==> src/rtl/instruction_fetch_stage.sv <==
// Instruction fetch stage: PC register, BOOT/RUN sequencer and IF/ID pipeline register.
// Optional FETCH_MISALIGN_TRAP_EN adds a registered MisalignD flag for non-word-aligned PCD.
module instruction_fetch_stage #(
    parameter logic [31:0] RESET_PC  = 32'h0000_0000,
    parameter logic [31:0] NOP_INSTR = 32'h0000_0013
) (
    input  logic        clk,
    input  logic        rst_n,
    input  logic        StallF,
    input  logic        StallD,
    input  logic        FlushD,
    input  logic        PCSrcE,
    input  logic [31:0] PCTargetE,
    input  logic [31:0] InstrF,
    output logic [31:0] PCF,
    output logic [31:0] InstrD,
    output logic [31:0] PCD,
    output logic [31:0] PCPlus4D,
`ifdef FETCH_MISALIGN_TRAP_EN
    output logic        MisalignD,
`endif
    output logic        ValidD
);

    localparam int unsigned XLEN = 32;

    localparam logic [0:0] BOOT = 1'b0;
    localparam logic [0:0] RUN  = 1'b1;

    logic [0:0]      state;
    logic [0:0]      state_nxt;
    logic [XLEN-1:0] pc_plus4_f;
    logic [XLEN-1:0] pc_nxt;
    logic [XLEN-1:0] instr_d_nxt;
    logic [XLEN-1:0] pc_d_nxt;
    logic [XLEN-1:0] pc_plus4_d_nxt;
    logic            valid_d_nxt;
`ifdef FETCH_MISALIGN_TRAP_EN
    logic            misalign_d_nxt;
`endif

    // Sequential fetch wraps naturally at 2^32.
    assign pc_plus4_f = PCF + XLEN'(4);

    // State, PC and IF/ID register.
    always_ff @(posedge clk or negedge rst_n) begin
        if (!rst_n) begin
            state    <= BOOT;
            PCF      <= RESET_PC;
            InstrD   <= NOP_INSTR;
            PCD      <= '0;
            PCPlus4D <= '0;
            ValidD   <= 1'b0;
`ifdef FETCH_MISALIGN_TRAP_EN
            MisalignD <= 1'b0;
`endif
        end else begin
            state    <= state_nxt;
            PCF      <= pc_nxt;
            InstrD   <= instr_d_nxt;
            PCD      <= pc_d_nxt;
            PCPlus4D <= pc_plus4_d_nxt;
            ValidD   <= valid_d_nxt;
`ifdef FETCH_MISALIGN_TRAP_EN
            MisalignD <= misalign_d_nxt;
`endif
        end
    end

    // Next-state, next-PC and IF/ID load selection; hold is the default.
    always_comb begin
        state_nxt      = state;
        pc_nxt         = PCF;
        instr_d_nxt    = InstrD;
        pc_d_nxt       = PCD;
        pc_plus4_d_nxt = PCPlus4D;
        valid_d_nxt    = ValidD;
`ifdef FETCH_MISALIGN_TRAP_EN
        misalign_d_nxt = MisalignD;
`endif
        case (state)
            BOOT: begin
                state_nxt      = RUN;
                pc_nxt         = RESET_PC;
                instr_d_nxt    = NOP_INSTR;
                pc_d_nxt       = '0;
                pc_plus4_d_nxt = '0;
                valid_d_nxt    = 1'b0;
`ifdef FETCH_MISALIGN_TRAP_EN
                misalign_d_nxt = 1'b0;
`endif
            end
            RUN: begin
                // A redirect must not be lost to a concurrent fetch stall.
                if (PCSrcE) begin
                    pc_nxt = PCTargetE;
                end else if (!StallF) begin
                    pc_nxt = pc_plus4_f;
                end

                // Flush beats stall so a squashed slot never lingers.
                if (FlushD) begin
                    instr_d_nxt    = NOP_INSTR;
                    pc_d_nxt       = '0;
                    pc_plus4_d_nxt = '0;
                    valid_d_nxt    = 1'b0;
`ifdef FETCH_MISALIGN_TRAP_EN
                    misalign_d_nxt = 1'b0;
`endif
                end else if (!StallD) begin
                    instr_d_nxt    = InstrF;
                    pc_d_nxt       = PCF;
                    pc_plus4_d_nxt = pc_plus4_f;
                    valid_d_nxt    = 1'b1;
`ifdef FETCH_MISALIGN_TRAP_EN
                    misalign_d_nxt = (PCF[1:0] != 2'b00);
`endif
                end
            end
            default: begin
                state_nxt = BOOT;
            end
        endcase
    end

endmodule

==> config.mk <==
export PLATFORM = sky130hd
export DESIGN_NAME = instruction_fetch_stage
export DESIGN_NICKNAME = d
export VERILOG_FILES = /design/src/rtl/instruction_fetch_stage.sv
export SDC_FILE = /design/constraint.sdc
export NUM_CORES = 1
export LEC_CHECK = 0
export BUFFER_PORTS_ARGS = -buffer_cell sky130_fd_sc_hd__buf_4
export CORE_UTILIZATION = 55
export DETAILED_ROUTE_END_ITERATION = 8
export PLACE_DENSITY = 0.95
export SLEW_MARGIN = 25
export SYNTH_ARGS = -nofsm -noshare
export SYNTH_HDL_FRONTEND = slang
export SYNTH_SLANG_ARGS = --single-unit
==> constraint.sdc <==
create_clock -name clk -period 5.1 [get_ports clk]
set_input_delay 0 -clock clk [delete_from_list [all_inputs] [get_ports clk]]
set_output_delay 0 -clock clk [all_outputs]
set_load 0.005 [all_outputs]
==> results of run 1 <==
## layer usage
layer	part of all wire (%)	track usage, %	wire length, µm	vias up
met5	0.048	0	11	-
met4	6.7	23.87	1532	2
met3	13	15.82	2875	210
met2	47	66.50	10800	661
met1	34	48.46	7744	3080
li1	-	-	-	2642
## synthesized netlist by cell type, types with 6 or more instances
library cell	count
sky130_fd_sc_hd__xnor2_1	19
sky130_fd_sc_hd__o311a_1	8
sky130_fd_sc_hd__and3_1	6
sky130_fd_sc_hd__or3_1	8
sky130_fd_sc_hd__a211oi_1	7
sky130_fd_sc_hd__nand3_1	14
sky130_fd_sc_hd__clkbuf_1	34
sky130_fd_sc_hd__nor3_1	18
sky130_fd_sc_hd__o21ai_0	36
sky130_fd_sc_hd__or4_1	10
sky130_fd_sc_hd__a221o_1	7
sky130_fd_sc_hd__a31oi_1	11
sky130_fd_sc_hd__buf_4	6
sky130_fd_sc_hd__nand2_1	54
sky130_fd_sc_hd__dfrtp_1	125
sky130_fd_sc_hd__buf_2	14
sky130_fd_sc_hd__nor2_1	25
sky130_fd_sc_hd__mux2i_1	6
sky130_fd_sc_hd__a22o_1	56
sky130_fd_sc_hd__buf_1	7
sky130_fd_sc_hd__nand4_1	11
sky130_fd_sc_hd__a211o_1	6
sky130_fd_sc_hd__a21oi_1	10
sky130_fd_sc_hd__nor4_1	9
## cell type report
cell class              instances  area [µm²]  share of cell area [%]
flip-flops and latches        128        3207                   35.84
multi-input cells             380        2535                   28.33
repair buffers                287        2365                   26.43
clock buffers                  22       473.0                   5.286
clock inverters                10       180.2                   2.014
well taps                     136       170.2                   1.902
inverters                       4       15.01                  0.1678
diodes                          1       2.502                 0.02797
## registers in the layout, summed over array words and instances, names as in the netlist
signal    count
InstrD       32
PCD          32
PCF          32
PCPlus4D     30
ValidD        1
state         1
## report_power, final
part / internal [µW] / leakage [µW] / switching, µW / total (µW)
sequential: 1050 / 0.00173 / 70.3 / 1120
clock: 894 / 0.000317 / 464 / 1360
combinational: 163 / 0.00215 / 139 / 302
## worst max-delay path by stage
stage,start,endpoint
2_1_floorplan,PCF[2],PCPlus4D[20]
3_3_place_gp,state,PCPlus4D[16]
3_5_place_dp,PCF[4],PCF[29]
4_1_cts,PCF[4],PCF[13]
5_1_grt,PCF[4],PCF[23]
6_report,PCF[4],PCF[23]
## cells by family after synthesis
| logic type | Yosys count |
|---|---|
| buffers and inverters | 67 |
| other | 1 |
| AOI/OAI and AO/OA | 163 |
| xor gates and xnor gates | 22 |
| adders and majority gates | 1 |
| DFF | 128 |
| and+or+nand+nor | 187 |
| muxes | 6 |
## worst max-delay path, delay by kind of cell, from the launching register on
family	cells	cell delay (ps)
buffers and inverters	1	620
AND/OR/NAND/NOR	2	1550
AO/OA/AOI/OAI	2	470
flip-flops	1	530
## through the flow
step,hold WS (ps),instance area (µm²)
global placement,99.97,7438
CTS,1.575,8932
global route,15.12,8945
floorplan,-295.6,6013
detailed placement,115.2,7438
finish,-0.08921,8947
## timing repair
action                                 CTS  global route
resized for setup                        0             0
hold buffers                            84             0
setup buffers                            0             0
endpoints found under the hold margin  125             0
==> flow_metrics.py, run 1 <==
metrics = {
    "setup_path": {
        "worstPathRequired_ps": 5560,
        "worstSetupStartpointType": "flop",
        "cp-end-kind": "flop",
        "regToRegSetupSlack_ps": 1850,
        "worst-r2r-cell-count": 5,
        "critPathKind": "flop to flop",
        "regToRegEndpoint": "PCF[23]",
        "critPathArrivalTime_ps": 3710,
        "cp_max_stage_delay_ps": 1040,
        "path_max_fanout": 13,
        "cpMaxStageDelayCell": "sky130_fd_sc_hd__nor4_2",
        "timing.rr.start": "PCF[4]",
        "timing.critical_path.cells": "nand3_1, nor4_2, a311oi_1, a211oi_1, dlygate4sd3_1",
    },
    "cells_and_area": {
        "area_delta_synth_final_pct": 48.79,
        "finalNetCount": 889,
        "final_util_pct": 85.52,
        "filler_cell_count": 476,
        "drive_above_1_share_pct": 30.20,
        "final-instance-count-excl-fill": 968,
        "layout_commonest_cell": "sky130_fd_sc_hd__buf_4",
        "layout.cells.most_common_list": "sky130_fd_sc_hd__buf_4, sky130_fd_sc_hd__dfrtp_1, sky130_fd_sc_hd__dlygate4sd3_1",
    },
    "yosys": {
        "synth_simple_gate_area_share_pct": 16.92,
        "syn_inst": 575,
        "synth_compound_gate_area_share_pct": 20.39,
        "netlist_area_before_placement_um2": 6013,
        "synth_xor_xnor_area_share_pct": 3.204,
        "synth_seq_area_share_pct": 53.33,
        "asyncSetResetFlopFracSynth_pct": 100.0,
        "synth_cell_types": 52,
        "synth_adder_area_share_pct": 0.2081,
        "synth-warning-count": 0,
        "synthTopCellsByArea": "sky130_fd_sc_hd__dfrtp_1, sky130_fd_sc_hd__a22o_1, sky130_fd_sc_hd__nand2_1, sky130_fd_sc_hd__o21ai_0, sky130_fd_sc_hd__xnor2_1",
        "postSynthRegisterBits": 128,
        "muxShareOfSynthArea_pct": 0.9988,
        "dominantRegCellSynth": "sky130_fd_sc_hd__dfrtp_1",
        "synth_top_cell_by_area": "sky130_fd_sc_hd__dfrtp_1",
        "dominant_combinational_cell_family_by_area_after_synthesis": "compound AO/OA/AOI/OAI gates",
        "syn-num-nets": 646,
        "postSynthAreaPerCell_um2": 10.46,
        "synth.top_cell.area_share_pct": 52.02,
        "number_of_enable_type_register_cells_in_the_synthesized_netlist": 0,
    },
    "routing": {
        "remaining_drc_errors": 0,
        "route.detailed.vias_per_inst": 6.813,
        "vias": 6595,
        "antenna_violating_nets_left": 0,
        "first_pass_drt_iterations": 7,
        "starting_drt_drc_count": 1111,
        "wl_per_cell_um": 23.72,
        "postRouteWirelength_um": 22970,
    },
    "sta": {
        "timing.hold.ws_ps": -0.08921,
        "finalCriticalPeriod_ps": 3254,
        "final.setup.tns_ps": 0,
        "setup_violations": 0,
        "final.setup_skew_ps": 6.636,
        "smallest_setup_slack_after_layout_ps": 1846,
        "period_share_pct": 63.81,
        "headroom_to_the_max_slew_limit_pct": 29.21,
        "timing_hold_violations_final": 1,
        "highest_clock_rate_mhz": 307.3,
        "unrepaired_setup_endpoints_after_global_routing": "no",
        "tightest_slew_ps": 1053,
        "report.final.slew_viol_count": 0,
    },
    "floorplanning": {
        "number_of_standard_cell_rows_in_the_floorplan": 37,
        "io_pins": 199,
        "fp.coreArea_um2": 10460,
        "fp.dieArea_um2": 11360,
        "floorplan.initialDensity_pct": 57.47,
        "die_h_um": 106.6,
        "die_w_um": 106.6,
    },
    "clock_tree": {
        "tritoncts.num_buffers": 17,
        "cts.root.buffer_cell": "sky130_fd_sc_hd__clkbuf_8",
        "cts_max_level": 4,
        "clock_insertion_delay_worst_skew_ps": 530,
        "clock_tree_from_tritoncts": "done",
        "cts.clk_slew.worst_paths_ps": 60,
        "cts.sinks": 128,
        "ctsLongestPathBuffers": 2,
    },
    "grt": {
        "grt_pass1_vias": 6524,
        "wire_length_of_the_first_global_routing_pass_um": 35850,
        "grt.total_usage_pct": 41.84,
        "maximum_number_of_pins_on_one_net_before_global_route_repair": 69,
        "antenna_violations_before_repair": 1,
        "global_route.overflow_total": 0,
    },
    "run": {
        "cap_violations": 0,
    },
    "place": {
        "gp_congestion": 0.9072,
        "hpwl_um": 12040,
        "portBuffers": 198,
        "placedCellCount": 851,
        "dpl_worst_slack_ps": 2469,
    },
    "power": {
        "vdd_drop_max_mv": 0.2466,
        "p_per_area_nw_per_um2": 311.0,
        "cellLeakagePower_uw": 0.004192,
        "report.power.total_uw": 2782,
    },
    "hold_path": {
        "min-delay-start": "StallF",
        "path_category_of_the_worst_min_delay_check": "primary input to flop",
        "hold_ep": "PCF[2]",
        "cells_on_worst_hold_path": 4,
    },
    "status": {
        "status": "finished, violations left",
        "violations": "negative hold slack",
    },
}
(Power assumes the default switching activity.)
==> run 2, diff against run 1 <==
--- a/config.mk
+++ b/config.mk
@@ -5,10 +5,11 @@
 export SDC_FILE = /design/constraint.sdc
 export NUM_CORES = 1
 export LEC_CHECK = 0
+export ABC_AREA = 1
 export BUFFER_PORTS_ARGS = -buffer_cell sky130_fd_sc_hd__buf_4
-export CORE_UTILIZATION = 55
+export CORE_UTILIZATION = 46
 export DETAILED_ROUTE_END_ITERATION = 8
-export PLACE_DENSITY = 0.95
+export PLACE_DENSITY = 0.88
 export SLEW_MARGIN = 25
 export SYNTH_ARGS = -nofsm -noshare
 export SYNTH_HDL_FRONTEND = slang
==> constraint.sdc (replaced) <==
create_clock -name clk -period 2.7 [get_ports clk]
set_input_delay 0 -clock clk [delete_from_list [all_inputs] [get_ports clk]]
set_output_delay 0 -clock clk [all_outputs]
set_load 0.005 [all_outputs]
==> run 2 against run 1 <==
  * The run still ends with negative hold slack left
  * Sequential cell count did not move
  * Highest routed layer is now met4
  * Maximum frequency rose by 49%
  * Area after synthesis is 1.5% lower
  * Register-to-register slack got worse by 1300 ps
  * Critical path depth increased by 3
  * Critical endpoint is now PCF[6]
  * First-iteration DRC count is 48% lower
  * Core utilization down 15 points
  * Global-route usage is 12 points lower
  * Cell count increased by 18%
  * Non-clock buffer count is 8 lower
==> flow_metrics.py, run 2 <==
metrics = {
    "routing": {
        "first_pass_drt_iterations": 5,
        "route.detailed.vias_per_inst": 5.168,
        "starting_drt_drc_count": 580,
        "vias": 5928,
        "postRouteWirelength_um": 19440,
        "antenna_violating_nets_left": 0,
        "wl_per_cell_um": 16.95,
        "remaining_drc_errors": 0,
    },
    "grt": {
        "maximum_number_of_pins_on_one_net_before_global_route_repair": 75,
        "grt.total_usage_pct": 30.14,
        "antenna_violations_before_repair": 0,
        "global_route.overflow_total": 0,
        "wire_length_of_the_first_global_routing_pass_um": 29920,
        "grt_pass1_vias": 5822,
    },
    "power": {
        "p_per_area_nw_per_um2": 557.6,
        "combinational_group_share_of_total_power_pct": 12.8,
        "internal-power_uw": 3688,
        "sw_frac_of_total_pct": 25.30,
        "net-switching-power_uw": 1249,
        "pwr-share-clk_pct": 44.8,
        "cellLeakagePower_uw": 0.004547,
        "seq_power_share_pct": 42.4,
        "vdd_drop_max_mv": 0.4088,
    },
    "floorplanning": {
        "die_w_um": 115.5,
        "floorplan.initialDensity_pct": 47.14,
        "fp.dieArea_um2": 13340,
        "die_h_um": 115.5,
        "fp.coreArea_um2": 12570,
        "io_pins": 199,
        "number_of_standard_cell_rows_in_the_floorplan": 41,
    },
    "yosys": {
        "postSynthAreaPerCell_um2": 8.488,
        "netlist_area_before_placement_um2": 5924,
        "postSynthRegisterBits": 128,
        "syn_inst": 698,
        "dominantRegCellSynth": "sky130_fd_sc_hd__dfrtp_1",
        "synth.top_cell.area_share_pct": 52.80,
        "synth_top_cell_by_area": "sky130_fd_sc_hd__dfrtp_1",
        "synth_cell_types": 32,
        "synthTopCellsByArea": "sky130_fd_sc_hd__dfrtp_1, sky130_fd_sc_hd__nand2_1, sky130_fd_sc_hd__o21ai_0, sky130_fd_sc_hd__nor2_1, sky130_fd_sc_hd__a22o_1",
        "yosysMostFrequentCell": "sky130_fd_sc_hd__nand2_1",
        "number_of_enable_type_register_cells_in_the_synthesized_netlist": 0,
        "syn-num-nets": 769,
        "ys_top_cells_by_count": "sky130_fd_sc_hd__nand2_1, sky130_fd_sc_hd__dfrtp_1, sky130_fd_sc_hd__nor2_1, sky130_fd_sc_hd__o21ai_0, sky130_fd_sc_hd__inv_1",
        "asyncSetResetFlopFracSynth_pct": 100.0,
        "synth-warning-count": 0,
        "synth_seq_area_share_pct": 54.13,
    },
    "sta": {
        "final.setup.tns_ps": 0,
        "smallest_setup_slack_after_layout_ps": 511.0,
        "period_share_pct": 81.08,
        "finalCriticalPeriod_ps": 2189,
        "highest_clock_rate_mhz": 456.8,
        "setup_violations": 0,
        "unrepaired_setup_endpoints_after_global_routing": "no",
        "final.setup_skew_ps": 7.780,
        "timing_hold_violations_final": 1,
        "report.final.slew_viol_count": 0,
        "timing.hold.ws_ps": -0.4926,
        "headroom_to_the_max_slew_limit_pct": 48.48,
        "tightest_slew_ps": 772.0,
    },
    "cells_and_area": {
        "final-instance-count-excl-fill": 1147,
        "filler_cell_count": 863,
        "layout.cells.most_common_list": "sky130_fd_sc_hd__nand2_1, sky130_fd_sc_hd__buf_4, sky130_fd_sc_hd__dfrtp_1",
        "finalNetCount": 1033,
        "antennaDiodeCount": 0,
        "final-seq-area_um2": 3207,
        "layout_commonest_cell": "sky130_fd_sc_hd__nand2_1",
        "largest_registers": "InstrD: 32 flops, PCD: 32 flops, PCF: 32 flops",
        "drive_above_1_share_pct": 27.69,
        "area_occupied_by_multi_input_gates_um2": 2386,
        "area_delta_synth_final_pct": 49.46,
    },
    "setup_path": {
        "critPathArrivalTime_ps": 2490,
        "path_max_fanout": 23,
        "worstPathRequired_ps": 3000,
        "worstSetupStartpointType": "flop",
        "critPathKind": "flop to flop",
        "cp-end-kind": "flop",
    },
    "clock_tree": {
        "ctsLongestPathBuffers": 2,
        "cts_max_level": 4,
        "clock_insertion_delay_worst_skew_ps": 420,
        "cts.root.buffer_cell": "sky130_fd_sc_hd__clkbuf_16",
        "clock_tree_from_tritoncts": "done",
        "tritoncts.num_buffers": 17,
        "cts_post_setup_buffers_inserted": 0,
        "cts.sinks": 128,
        "cts.clk_slew.worst_paths_ps": 50,
    },
    "place": {
        "placedCellCount": 1044,
        "gp_congestion": 0.9135,
        "portBuffers": 198,
        "dpl_worst_slack_ps": 1010,
        "hpwl_um": 12380,
    },
    "status": {
        "violations": "negative hold slack",
        "status": "finished, violations left",
    },
    "hold_path": {
        "path_category_of_the_worst_min_delay_check": "primary input to flop",
    },
    "run": {
        "cap_violations": 0,
    },
}
run 2: cell type report:
class	instances	area share, %
flip-flops and latches	128	36.22
multi-input cells	488	26.95
repair buffers	279	25.99
clock buffers	21	5.087
well taps	172	2.430
inverters	48	2.035
clock inverters	11	1.300
run 2: per-layer routing:
metal	part of all wire (%)	GRT usage, %	vias up
li1	-	-	2772
met2	48	49.06	317
met3	8.5	7.479	50
met1	40	37.10	2789
met5	0	0	-
met4	3.7	16.19	0
run 2: path summary, 6_finish.rpt:
check,startpoint,end,slack (ps),depth (start not counted)
max,state,PCF[6],510,8
min,FlushD,ValidD,-0.5,4
max reg2reg,state,PCF[6],510,8
min reg2reg,PCPlus4D[31],PCPlus4D[31],480,2
max in group asynchronous,rst_n,PCD[18],1840,3
min in group asynchronous,rst_n,PCPlus4D[28],160,2
run 2: cell families (layout without fill, tap and decap cells):
| family | count (synthesis) | in the layout | share of synthesized area [%] |
|---|---|---|---|
| AND/OR/NAND/NOR | 364 | 364 | 25.98 |
| flip-flops | 128 | 128 | 54.13 |
| AO/OA/AOI/OAI | 110 | 110 | 11.74 |
| buffers and inverters | 82 | 359 | 5.723 |
| XOR/XNOR | 12 | 12 | 2.154 |
| adder cells (fa/ha/maj) | 1 | 1 | 0.2112 |
| other | 1 | 1 | 0.06330 |
run 2: critical path, stage by stage (launching register included):
cell and delay (ps):
sky130_fd_sc_hd__dfrtp_1 490, sky130_fd_sc_hd__nand3_1 120, sky130_fd_sc_hd__buf_4 200, sky130_fd_sc_hd__nand2_1 70
sky130_fd_sc_hd__buf_4 290, sky130_fd_sc_hd__inv_2 130, sky130_fd_sc_hd__o21ai_0 100, sky130_fd_sc_hd__o22ai_1 100
sky130_fd_sc_hd__dlygate4sd3_1 570
run 2: power groups by stage:
stage	combinational (µW)	sequential, µW	clock, µW
finish	634	2090	2210
global route	693	2100	2330
CTS	624	2090	2220
detailed placement	535	2120	0
global placement	525	2120	0
floorplan	219	2100	0
run 2: through the flow:
stage	area [µm²]	util [%]	total power, µW
after floorplan	5924	-	2323
after global placement	7575	60.27	2643
after detailed placement	7575	60.27	2654
after CTS	8851	70.42	4927
after global routing	8855	70.45	5126
final	8855	70.45	4937
run 2: repair_timing:
action	4_1_cts	5_1_grt
resized for setup	0	0
hold buffers	71	0
endpoints found under the hold margin	133	0
